### config.mk
export PLATFORM = sky130hd
export DESIGN_NAME = decode_ctrl_stage
export DESIGN_NICKNAME = d
export VERILOG_FILES = /design/src/rtl/decode_ctrl_stage_pkg.sv /design/src/rtl/decode_ctrl_stage_instr_decoder.sv /design/src/rtl/decode_ctrl_stage.sv
export SDC_FILE = /design/constraint.sdc
export NUM_CORES = 1
export LEC_CHECK = 0
export CORE_MARGIN = 4
export CORE_UTILIZATION = 35
export DETAILED_ROUTE_END_ITERATION = 10
export SLEW_MARGIN = 5
export SYNTH_ARGS = -nofsm -noshare
export SYNTH_HDL_FRONTEND = slang
export SYNTH_SLANG_ARGS = --single-unit
### constraint.sdc
create_clock -name clk -period 2.3 [get_ports clk]
set_input_delay 0.23 -clock clk [delete_from_list [all_inputs] [get_ports clk]]
set_output_delay 0.23 -clock clk [all_outputs]
set_load 0.01 [all_outputs]
### src/rtl/decode_ctrl_stage_pkg.sv
// Shared types for the RV32I(+M) decode/control stage: control word layout,
// ALU/branch/memory-size enumerations, opcode constants and op-class helpers.
package decode_ctrl_stage_pkg;

    typedef logic [31:0] instruction_type;

    localparam logic [6:0] OP     = 7'b0110011;
    localparam logic [6:0] OP_IMM = 7'b0010011;
    localparam logic [6:0] LOAD   = 7'b0000011;
    localparam logic [6:0] STORE  = 7'b0100011;
    localparam logic [6:0] BRANCH = 7'b1100011;
    localparam logic [6:0] JAL    = 7'b1101111;
    localparam logic [6:0] JALR   = 7'b1100111;
    localparam logic [6:0] LUI    = 7'b0110111;
    localparam logic [6:0] AUIPC  = 7'b0010111;

    typedef enum logic [2:0] {
        R_TYPE = 3'd0,
        I_TYPE = 3'd1,
        S_TYPE = 3'd2,
        B_TYPE = 3'd3,
        U_TYPE = 3'd4,
        J_TYPE = 3'd5
    } encoding_type;

    typedef enum logic [4:0] {
        ALU_ADD    = 5'd0,
        ALU_SUB    = 5'd1,
        ALU_SLL    = 5'd2,
        ALU_SLT    = 5'd3,
        ALU_SLTU   = 5'd4,
        ALU_XOR    = 5'd5,
        ALU_SRL    = 5'd6,
        ALU_SRA    = 5'd7,
        ALU_OR     = 5'd8,
        ALU_AND    = 5'd9,
        ALU_LUI    = 5'd10,
        ALU_MUL    = 5'd11,
        ALU_MULH   = 5'd12,
        ALU_MULHSU = 5'd13,
        ALU_MULHU  = 5'd14,
        ALU_DIV    = 5'd15,
        ALU_DIVU   = 5'd16,
        ALU_REM    = 5'd17,
        ALU_REMU   = 5'd18
    } alu_op_type;

    // Values match the branch funct3 field.
    typedef enum logic [2:0] {
        BR_EQ  = 3'b000,
        BR_NE  = 3'b001,
        BR_LT  = 3'b100,
        BR_GE  = 3'b101,
        BR_LTU = 3'b110,
        BR_GEU = 3'b111
    } branch_cond_type;

    typedef enum logic [1:0] {
        MEM_BYTE = 2'd0,
        MEM_HALF = 2'd1,
        MEM_WORD = 2'd2
    } mem_size_type;

    typedef struct packed {
        encoding_type    encoding;
        logic            reg_write;
        logic            alu_src;
        logic            mem_read;
        logic            mem_write;
        logic            mem_to_reg;
        mem_size_type    mem_size;
        logic            mem_unsigned;
        logic            branch;
        logic            jump;
        branch_cond_type branch_cond;
        alu_op_type      alu_op;
    } control_type;

    function automatic logic is_mul_op(input alu_op_type op);
        return (op == ALU_MUL) || (op == ALU_MULH) || (op == ALU_MULHSU) || (op == ALU_MULHU);
    endfunction

    function automatic logic is_div_op(input alu_op_type op);
        return (op == ALU_DIV) || (op == ALU_DIVU) || (op == ALU_REM) || (op == ALU_REMU);
    endfunction

endpackage

### src/rtl/decode_ctrl_stage_instr_decoder.sv
// Purely combinational RV32I(+M) instruction decoder: control word, illegal
// flag, register-field extraction and source-register usage.
module instr_decoder
    import decode_ctrl_stage_pkg::*;
#(
    parameter int ENABLE_M = 1
) (
    input  instruction_type instruction,
    output control_type     control,
    output logic            illegal,
    output logic            uses_rs1,
    output logic            uses_rs2,
    output logic [4:0]      rd,
    output logic [4:0]      rs1,
    output logic [4:0]      rs2
);

    logic [6:0]  opcode_s;
    logic [2:0]  funct3_s;
    logic [6:0]  funct7_s;
    control_type ctl_s;
    logic        illegal_s;
    logic        use1_s;
    logic        use2_s;

    assign opcode_s = instruction[6:0];
    assign funct3_s = instruction[14:12];
    assign funct7_s = instruction[31:25];
    assign rd       = instruction[11:7];
    assign rs1      = instruction[19:15];
    assign rs2      = instruction[24:20];

    // Decode opcode/funct3/funct7 into control fields and detect illegal encodings.
    always_comb begin
        ctl_s     = '0;
        ctl_s.alu_op = ALU_ADD;
        illegal_s = 1'b0;
        use1_s    = 1'b0;
        use2_s    = 1'b0;
        case (opcode_s)
            OP: begin
                ctl_s.encoding  = R_TYPE;
                ctl_s.reg_write = 1'b1;
                use1_s          = 1'b1;
                use2_s          = 1'b1;
                case (funct7_s)
                    7'h00: begin
                        case (funct3_s)
                            3'b000:  ctl_s.alu_op = ALU_ADD;
                            3'b001:  ctl_s.alu_op = ALU_SLL;
                            3'b010:  ctl_s.alu_op = ALU_SLT;
                            3'b011:  ctl_s.alu_op = ALU_SLTU;
                            3'b100:  ctl_s.alu_op = ALU_XOR;
                            3'b101:  ctl_s.alu_op = ALU_SRL;
                            3'b110:  ctl_s.alu_op = ALU_OR;
                            3'b111:  ctl_s.alu_op = ALU_AND;
                            default: illegal_s = 1'b1;
                        endcase
                    end
                    7'h20: begin
                        if (funct3_s == 3'b000) begin
                            ctl_s.alu_op = ALU_SUB;
                        end else if (funct3_s == 3'b101) begin
                            ctl_s.alu_op = ALU_SRA;
                        end else begin
                            illegal_s = 1'b1;
                        end
                    end
                    7'h01: begin
                        if (ENABLE_M != 0) begin
                            case (funct3_s)
                                3'b000:  ctl_s.alu_op = ALU_MUL;
                                3'b001:  ctl_s.alu_op = ALU_MULH;
                                3'b010:  ctl_s.alu_op = ALU_MULHSU;
                                3'b011:  ctl_s.alu_op = ALU_MULHU;
                                3'b100:  ctl_s.alu_op = ALU_DIV;
                                3'b101:  ctl_s.alu_op = ALU_DIVU;
                                3'b110:  ctl_s.alu_op = ALU_REM;
                                3'b111:  ctl_s.alu_op = ALU_REMU;
                                default: illegal_s = 1'b1;
                            endcase
                        end else begin
                            illegal_s = 1'b1;
                        end
                    end
                    default: illegal_s = 1'b1;
                endcase
            end
            OP_IMM: begin
                ctl_s.encoding  = I_TYPE;
                ctl_s.reg_write = 1'b1;
                ctl_s.alu_src   = 1'b1;
                use1_s          = 1'b1;
                case (funct3_s)
                    3'b000: ctl_s.alu_op = ALU_ADD;
                    3'b010: ctl_s.alu_op = ALU_SLT;
                    3'b011: ctl_s.alu_op = ALU_SLTU;
                    3'b100: ctl_s.alu_op = ALU_XOR;
                    3'b110: ctl_s.alu_op = ALU_OR;
                    3'b111: ctl_s.alu_op = ALU_AND;
                    3'b001: begin
                        ctl_s.alu_op = ALU_SLL;
                        illegal_s    = (funct7_s != 7'h00);
                    end
                    3'b101: begin
                        if (funct7_s == 7'h00) begin
                            ctl_s.alu_op = ALU_SRL;
                        end else if (funct7_s == 7'h20) begin
                            ctl_s.alu_op = ALU_SRA;
                        end else begin
                            illegal_s = 1'b1;
                        end
                    end
                    default: illegal_s = 1'b1;
                endcase
            end
            LOAD: begin
                ctl_s.encoding   = I_TYPE;
                ctl_s.reg_write  = 1'b1;
                ctl_s.alu_src    = 1'b1;
                ctl_s.mem_read   = 1'b1;
                ctl_s.mem_to_reg = 1'b1;
                use1_s           = 1'b1;
                case (funct3_s)
                    3'b000: ctl_s.mem_size = MEM_BYTE;
                    3'b001: ctl_s.mem_size = MEM_HALF;
                    3'b010: ctl_s.mem_size = MEM_WORD;
                    3'b100: begin
                        ctl_s.mem_size     = MEM_BYTE;
                        ctl_s.mem_unsigned = 1'b1;
                    end
                    3'b101: begin
                        ctl_s.mem_size     = MEM_HALF;
                        ctl_s.mem_unsigned = 1'b1;
                    end
                    default: illegal_s = 1'b1;
                endcase
            end
            STORE: begin
                ctl_s.encoding  = S_TYPE;
                ctl_s.alu_src   = 1'b1;
                ctl_s.mem_write = 1'b1;
                use1_s          = 1'b1;
                use2_s          = 1'b1;
                case (funct3_s)
                    3'b000:  ctl_s.mem_size = MEM_BYTE;
                    3'b001:  ctl_s.mem_size = MEM_HALF;
                    3'b010:  ctl_s.mem_size = MEM_WORD;
                    default: illegal_s = 1'b1;
                endcase
            end
            BRANCH: begin
                ctl_s.encoding = B_TYPE;
                ctl_s.branch   = 1'b1;
                use1_s         = 1'b1;
                use2_s         = 1'b1;
                // funct3 010/011 are reserved branch encodings.
                case (funct3_s)
                    3'b000: begin ctl_s.alu_op = ALU_SUB;  ctl_s.branch_cond = BR_EQ;  end
                    3'b001: begin ctl_s.alu_op = ALU_SUB;  ctl_s.branch_cond = BR_NE;  end
                    3'b100: begin ctl_s.alu_op = ALU_SLT;  ctl_s.branch_cond = BR_LT;  end
                    3'b101: begin ctl_s.alu_op = ALU_SLT;  ctl_s.branch_cond = BR_GE;  end
                    3'b110: begin ctl_s.alu_op = ALU_SLTU; ctl_s.branch_cond = BR_LTU; end
                    3'b111: begin ctl_s.alu_op = ALU_SLTU; ctl_s.branch_cond = BR_GEU; end
                    default: illegal_s = 1'b1;
                endcase
            end
            JAL: begin
                ctl_s.encoding  = J_TYPE;
                ctl_s.reg_write = 1'b1;
                ctl_s.jump      = 1'b1;
            end
            JALR: begin
                ctl_s.encoding  = I_TYPE;
                ctl_s.reg_write = 1'b1;
                ctl_s.jump      = 1'b1;
                ctl_s.alu_src   = 1'b1;
                use1_s          = 1'b1;
                illegal_s       = (funct3_s != 3'b000);
            end
            LUI: begin
                ctl_s.encoding  = U_TYPE;
                ctl_s.reg_write = 1'b1;
                ctl_s.alu_src   = 1'b1;
                ctl_s.alu_op    = ALU_LUI;
            end
            AUIPC: begin
                ctl_s.encoding  = U_TYPE;
                ctl_s.reg_write = 1'b1;
                ctl_s.alu_src   = 1'b1;
            end
            default: illegal_s = 1'b1;
        endcase
    end

    // An illegal instruction carries an all-zero control word so nothing downstream acts on it.
    assign control  = illegal_s ? '0 : ctl_s;
    assign illegal  = illegal_s;
    assign uses_rs1 = use1_s & ~illegal_s;
    assign uses_rs2 = use2_s & ~illegal_s;

endmodule

### src/rtl/decode_ctrl_stage.sv
// Registered decode/control stage between IF/ID and ID/EX: valid/ready
// handshakes, flush, load-use bubble insertion and mul/div issue blocking.
module decode_ctrl_stage
    import decode_ctrl_stage_pkg::*;
#(
    parameter int ENABLE_M   = 1,
    parameter int MUL_CYCLES = 1,
    parameter int DIV_CYCLES = 32
) (
    input  logic            clk,
    input  logic            rst,
    input  logic            in_valid,
    output logic            in_ready,
    input  instruction_type instruction,
    input  logic            flush,
    output logic            out_valid,
    input  logic            out_ready,
    output control_type     control,
    output logic            illegal
);

    localparam int MAX_CYCLES = (DIV_CYCLES > MUL_CYCLES) ? DIV_CYCLES : MUL_CYCLES;
    localparam int CNT_W      = $clog2(MAX_CYCLES + 32'sd1);
    localparam logic [CNT_W-1:0] CNT_ONE  = CNT_W'(1);
    localparam logic [CNT_W-1:0] MUL_LOAD = CNT_W'(MUL_CYCLES - 32'sd1);
    localparam logic [CNT_W-1:0] DIV_LOAD = CNT_W'(DIV_CYCLES - 32'sd1);
    localparam logic MUL_BLOCKS = (MUL_CYCLES > 32'sd1);
    localparam logic DIV_BLOCKS = (DIV_CYCLES > 32'sd1);

    typedef enum logic [0:0] {
        IDLE  = 1'b0,
        BLOCK = 1'b1
    } block_state_type;

    control_type     dec_control_s;
    logic            dec_illegal_s;
    logic            uses_rs1_s;
    logic            uses_rs2_s;
    logic [4:0]      rd_s;
    logic [4:0]      rs1_s;
    logic [4:0]      rs2_s;
    logic            hazard_s;
    logic            blocked_s;
    logic            held_s;
    logic            in_ready_s;
    logic            accept_s;
    block_state_type state_r;
    block_state_type state_s;
    logic [CNT_W-1:0] cnt_r;
    logic [CNT_W-1:0] cnt_s;
    control_type     control_r;
    logic            illegal_r;
    logic            out_valid_r;
    logic [4:0]      rd_r;

    instr_decoder #(
        .ENABLE_M (ENABLE_M)
    ) u_decoder (
        .instruction (instruction),
        .control     (dec_control_s),
        .illegal     (dec_illegal_s),
        .uses_rs1    (uses_rs1_s),
        .uses_rs2    (uses_rs2_s),
        .rd          (rd_s),
        .rs1         (rs1_s),
        .rs2         (rs2_s)
    );

    // A held load whose result the incoming instruction reads must drain before issue.
    assign hazard_s = out_valid_r && control_r.mem_read && (rd_r != 5'd0) &&
                      ((uses_rs1_s && (rs1_s == rd_r)) || (uses_rs2_s && (rs2_s == rd_r)));
    assign blocked_s  = (state_r == BLOCK);
    assign held_s     = out_valid_r && !out_ready;
    assign in_ready_s = !hazard_s && !blocked_s && !held_s && !flush;
    assign accept_s   = in_valid && in_ready_s;

    // Issue-block FSM next state: multi-cycle mul/div keep the issue slot closed.
    always_comb begin
        state_s = state_r;
        cnt_s   = cnt_r;
        case (state_r)
            IDLE: begin
                if (accept_s && DIV_BLOCKS && is_div_op(dec_control_s.alu_op)) begin
                    state_s = BLOCK;
                    cnt_s   = DIV_LOAD;
                end else if (accept_s && MUL_BLOCKS && is_mul_op(dec_control_s.alu_op)) begin
                    state_s = BLOCK;
                    cnt_s   = MUL_LOAD;
                end else begin
                    state_s = IDLE;
                    cnt_s   = '0;
                end
            end
            BLOCK: begin
                // The divider handles its own cancel; the stage just reopens issue.
                if (flush || (cnt_r <= CNT_ONE)) begin
                    state_s = IDLE;
                    cnt_s   = '0;
                end else begin
                    state_s = BLOCK;
                    cnt_s   = cnt_r - CNT_ONE;
                end
            end
            default: begin
                state_s = IDLE;
                cnt_s   = '0;
            end
        endcase
    end

    // Issue-block FSM state and counter registers.
    always_ff @(posedge clk) begin
        if (rst) begin
            state_r <= IDLE;
            cnt_r   <= '0;
        end else begin
            state_r <= state_s;
            cnt_r   <= cnt_s;
        end
    end

    // Output register: flush beats hold, hold beats load; no accept loads a bubble.
    always_ff @(posedge clk) begin
        if (rst) begin
            out_valid_r <= 1'b0;
            control_r   <= '0;
            illegal_r   <= 1'b0;
            rd_r        <= 5'd0;
        end else if (flush) begin
            out_valid_r <= 1'b0;
        end else if (held_s) begin
            out_valid_r <= out_valid_r;
        end else if (accept_s) begin
            out_valid_r <= 1'b1;
            control_r   <= dec_control_s;
            illegal_r   <= dec_illegal_s;
            rd_r        <= rd_s;
        end else begin
            out_valid_r <= 1'b0;
        end
    end

    assign in_ready  = in_ready_s;
    assign out_valid = out_valid_r;
    assign control   = control_r;
    assign illegal   = illegal_r;

endmodule

==> summary.txt <==
Run status
  • Outcome: completed

Clock tree
  • CTS clk-pin slew, worst paths: ~0.07 ns
  • H-tree Lvls: 2
  • CTS Buffer Depth: 2
  • Hold buffers post-CTS: 0
  • Clock root cell: clkbuf_8
  • CTS Buf Count: 5
  • TritonCTS clock tree: yes
  • CTS sink count: 34
  • Worst skew pair latency: roughly 0.29 ns

Flow run
  • MaxCap Viol Count: 0

Logic synthesis
  • Mapped cell area: 2270 um2
  • Post-Syn Area per Cell: 7.92 um2
  • Yosys cell types: 58
  • Main synth FF type: dfxtp_1
  • Area leader, netlist: dfxtp_1
  • Sequential fraction of the synthesis area: 29.9%
  • Synthesized Nets: approximately 330
  • Async S/R FF share, synth: 0%
  • Yosys top cell area share: 29.9%
  • Dominant cells by area after synthesis: dfxtp_1 (30%), nor2_1 (7.6%), mux2i_1 (6.2%)
  • Flops & latches, synth: 34
  • Ys Warns: 0
  • Number of flops mapped to enable cells by yosys: 0
  • Syn Inst Count: 287

Timing
  • RSZ-0062 raised after global routing: yes
  • Final slew viol count: 0
  • Period minus WS final: about 2.2 ns
  • F_max: 0.453 GHz
  • Slew margin rel.: 67.8%
  • Fin. Hold Viols: 0
  • Slew @ Worst Pin: 0.476 ns
  • Clock skew: 0.00780 ns
  • Period utilisation layout: a little over nine tenths
  • Final setup fails: 0

Min path
  • Hold Path Class: reg2reg
  • Min-delay src: control[16]

Power
  • Sw frac: 27.8%
  • Comb power frac: 26.3%
  • PD cells: ~370 nW/um2
  • Pleak: 0.00165 uW
  • Clock Power Share: 32.2%
  • Sw Pwr: 403 uW
  • Sequential Power Share: 41.5%
  • Internal: 1050 uW
  • VDD IR max: approximately 0.00032 V

Global route
  • Vias in the first global route: 2678
  • First-pass GRT wire length: 12.3 mm
  • All-Layer GR Usage: 19.7%
  • Largest net degree at the start of global routing: 14
  • Initial antenna violation count: 0
  • Grt ovf: 0

Worst setup path
  • Critical path destination: cnt_r[2]
  • Critical Setup Path Class: in2reg
  • Critical Path Start: instruction[3]
  • Reg2reg path depth: 10
  • Crit path launch type: input pin
  • Worst r2r src: rd_r[2]
  • R2r setup slk: between 0.1 and 0.15 ns
  • Reg2reg end: control[3]
  • CP required: between 2 and 2.5 ns
  • WP data arrival: 2.39 ns
  • CP max FO: 6
  • Worst Setup End Kind: register

Detailed routing
  • DR WL met3: 450 um
  • Routed len/inst: 15.3 um
  • Highest metal used: met4
  • DRC viols: 0
  • Post-Route WL: 7.76 mm
  • Met1 wire length: ~3.4 mm
  • Via density: 5.33
  • Vias: 2701
  • Drt initial violations: approximately 110
  • Metal2 WL: 3.78 mm
  • Pre-antenna DRT Iters: 4
  • DRT antenna net count: 0

Place
  • Routability congestion estimate: 0.924
  • Placed cell count: between 400 and 500
  • Detailed Place HPWL: around 5.7 mm
  • IO buf count: 60
  • Area after DPL: 3480 um2

Floorplan
  • Die footprint: between 7000 and 8000 um2
  • Core ar.: 6310 um2
  • Row count: 29
  • Initial Utilization: 36.0%
  • Die X: 88.6 um
  • IO Count: 61
  • Die Y: 88.6 um

Finish
  • Final nets: 473
  • # diodes: 0
  • Seq. cell area: 682 um2
  • Fillcell total: 570
  • Non-filler instance count after layout: 507
  • Layout cell share with drive strength beyond 1: 34.0%
  • Design area: 3920 um2
  • Area Growth Syn to Fin: 72.5%
  • Multi-input combinational cell area: approximately 1700 um2
-- state kept, by name, indices dropped and copies added, names as in the netlist --
name       count
illegal        1
blocked_s      1
rd_r           5
cnt_r          6
out_valid      1
control       20
-- power by group through the flow --
stage          logic [uW]  registers, uW  clock network [uW]
2_1_floorplan         141            615                   0
3_3_place_gp          326            614                   0
3_5_place_dp          328            614                   0
4_1_cts               344            600                 486
5_1_grt               411            601                 506
6_report              381            601                 467
-- worst max-delay path, cell delays in order --
cell	delay, ns
dlygate4sd2_1	0.24
nand4bb_4	0.24
or4_4	0.59
o32ai_2	0.27
a31oi_1	0.09
o31a_1	0.30
a32oi_4	0.29
o22ai_1	0.13
-- how the worst min path moves through the flow --
stage / endpoint / slack [ns] / cells after the start
global placement: control[16] / 0.44 / 2
finish: control[16] / 0.45 / 2
CTS: control[16] / 0.46 / 2
detailed placement: control[16] / 0.45 / 2
global route: control[16] / 0.49 / 2
floorplan: rd_r[0] / 0.37 / 2
-- synthesized netlist by cell type (all sizes together) (3+ instances only) --
library cell / instances
nor2: 46
nor4b: 4
dfxtp: 34
o32ai: 3
and3b: 3
a32oi: 3
ha: 7
a22oi: 4
mux2i: 14
xnor2: 4
a211oi: 4
nand4: 6
clkbuf: 14
nand2b: 7
nor4: 9
buf: 6
o22ai: 4
a21oi: 19
nand3: 4
o21ai: 12
nor3: 9
xor2: 10
inv: 9
nand2: 15
-- metal layers --
metal  vias to the layer above  global-route usage [%]
li1                       1334                       -
met3                        20                    4.38
met1                      1263                    25.7
met5                         -                       0
met4                         0                    5.08
met2                        84                    33.0
-- logic make-up (layout without fill, tap and decap cells) --
family	after synthesis	count (layout)	synth area share, %
fa+ha+maj	7	7	3.85
flops	34	34	29.9
buf+inv	29	172	5.78
xor+xnor	14	14	5.39
mux	14	14	6.16
compound gates	71	71	21.7
simple gates	118	118	27.1
-- cell type report --
class,count,share of cell area (%)
Clock inverter,2,0.319
Clock buffer,6,2.11
Timing Repair Buffer,155,33.8
Multi-Input combinational cell,224,43.1
Tap cell,77,2.46
Sequential cell,34,17.4
Inverter,9,0.862
-- cell usage in the layout, fill, tap and decap left out, types with 7 or more instances in the layout --
cell type / instances
buf_4: 87
clkdlybuf4s50_1: 48
nor2_1: 45
dfxtp_1: 33
a21oi_1: 17
nand2_1: 15
mux2i_1: 14
xor2_1: 10
buf_6: 8
inv_1: 7
nor4_1: 7
o21ai_0: 7
-- timing repair --
item | in CTS | in global routing
buffers inserted | 7 | 7
cloned | 0 | 1
pin swaps | 14 | 19
endpoints found under the setup margin | 34 | 32
resized for setup | 32 | 43
endpoints found under the hold margin | 0 | 0
-- metrics by stage --
stage	setup slack [ns]	hold slack [ns]	setup TNS, ns	utilization (%)	total power, uW
after CTS	-0.00519	0.458	-0.00519	58.9	1430
after detailed placement	-0.700	0.448	-17.08	55.1	942
after global routing	-0.0126	0.491	-0.0126	62.1	1520
after global placement	-0.530	0.442	-15.60	55.1	940
after floorplan	-0.00478	0.374	-0.00478	-	755
final	0.0902	0.453	0	62.1	1450
Power figures use the tool's default switching activity.
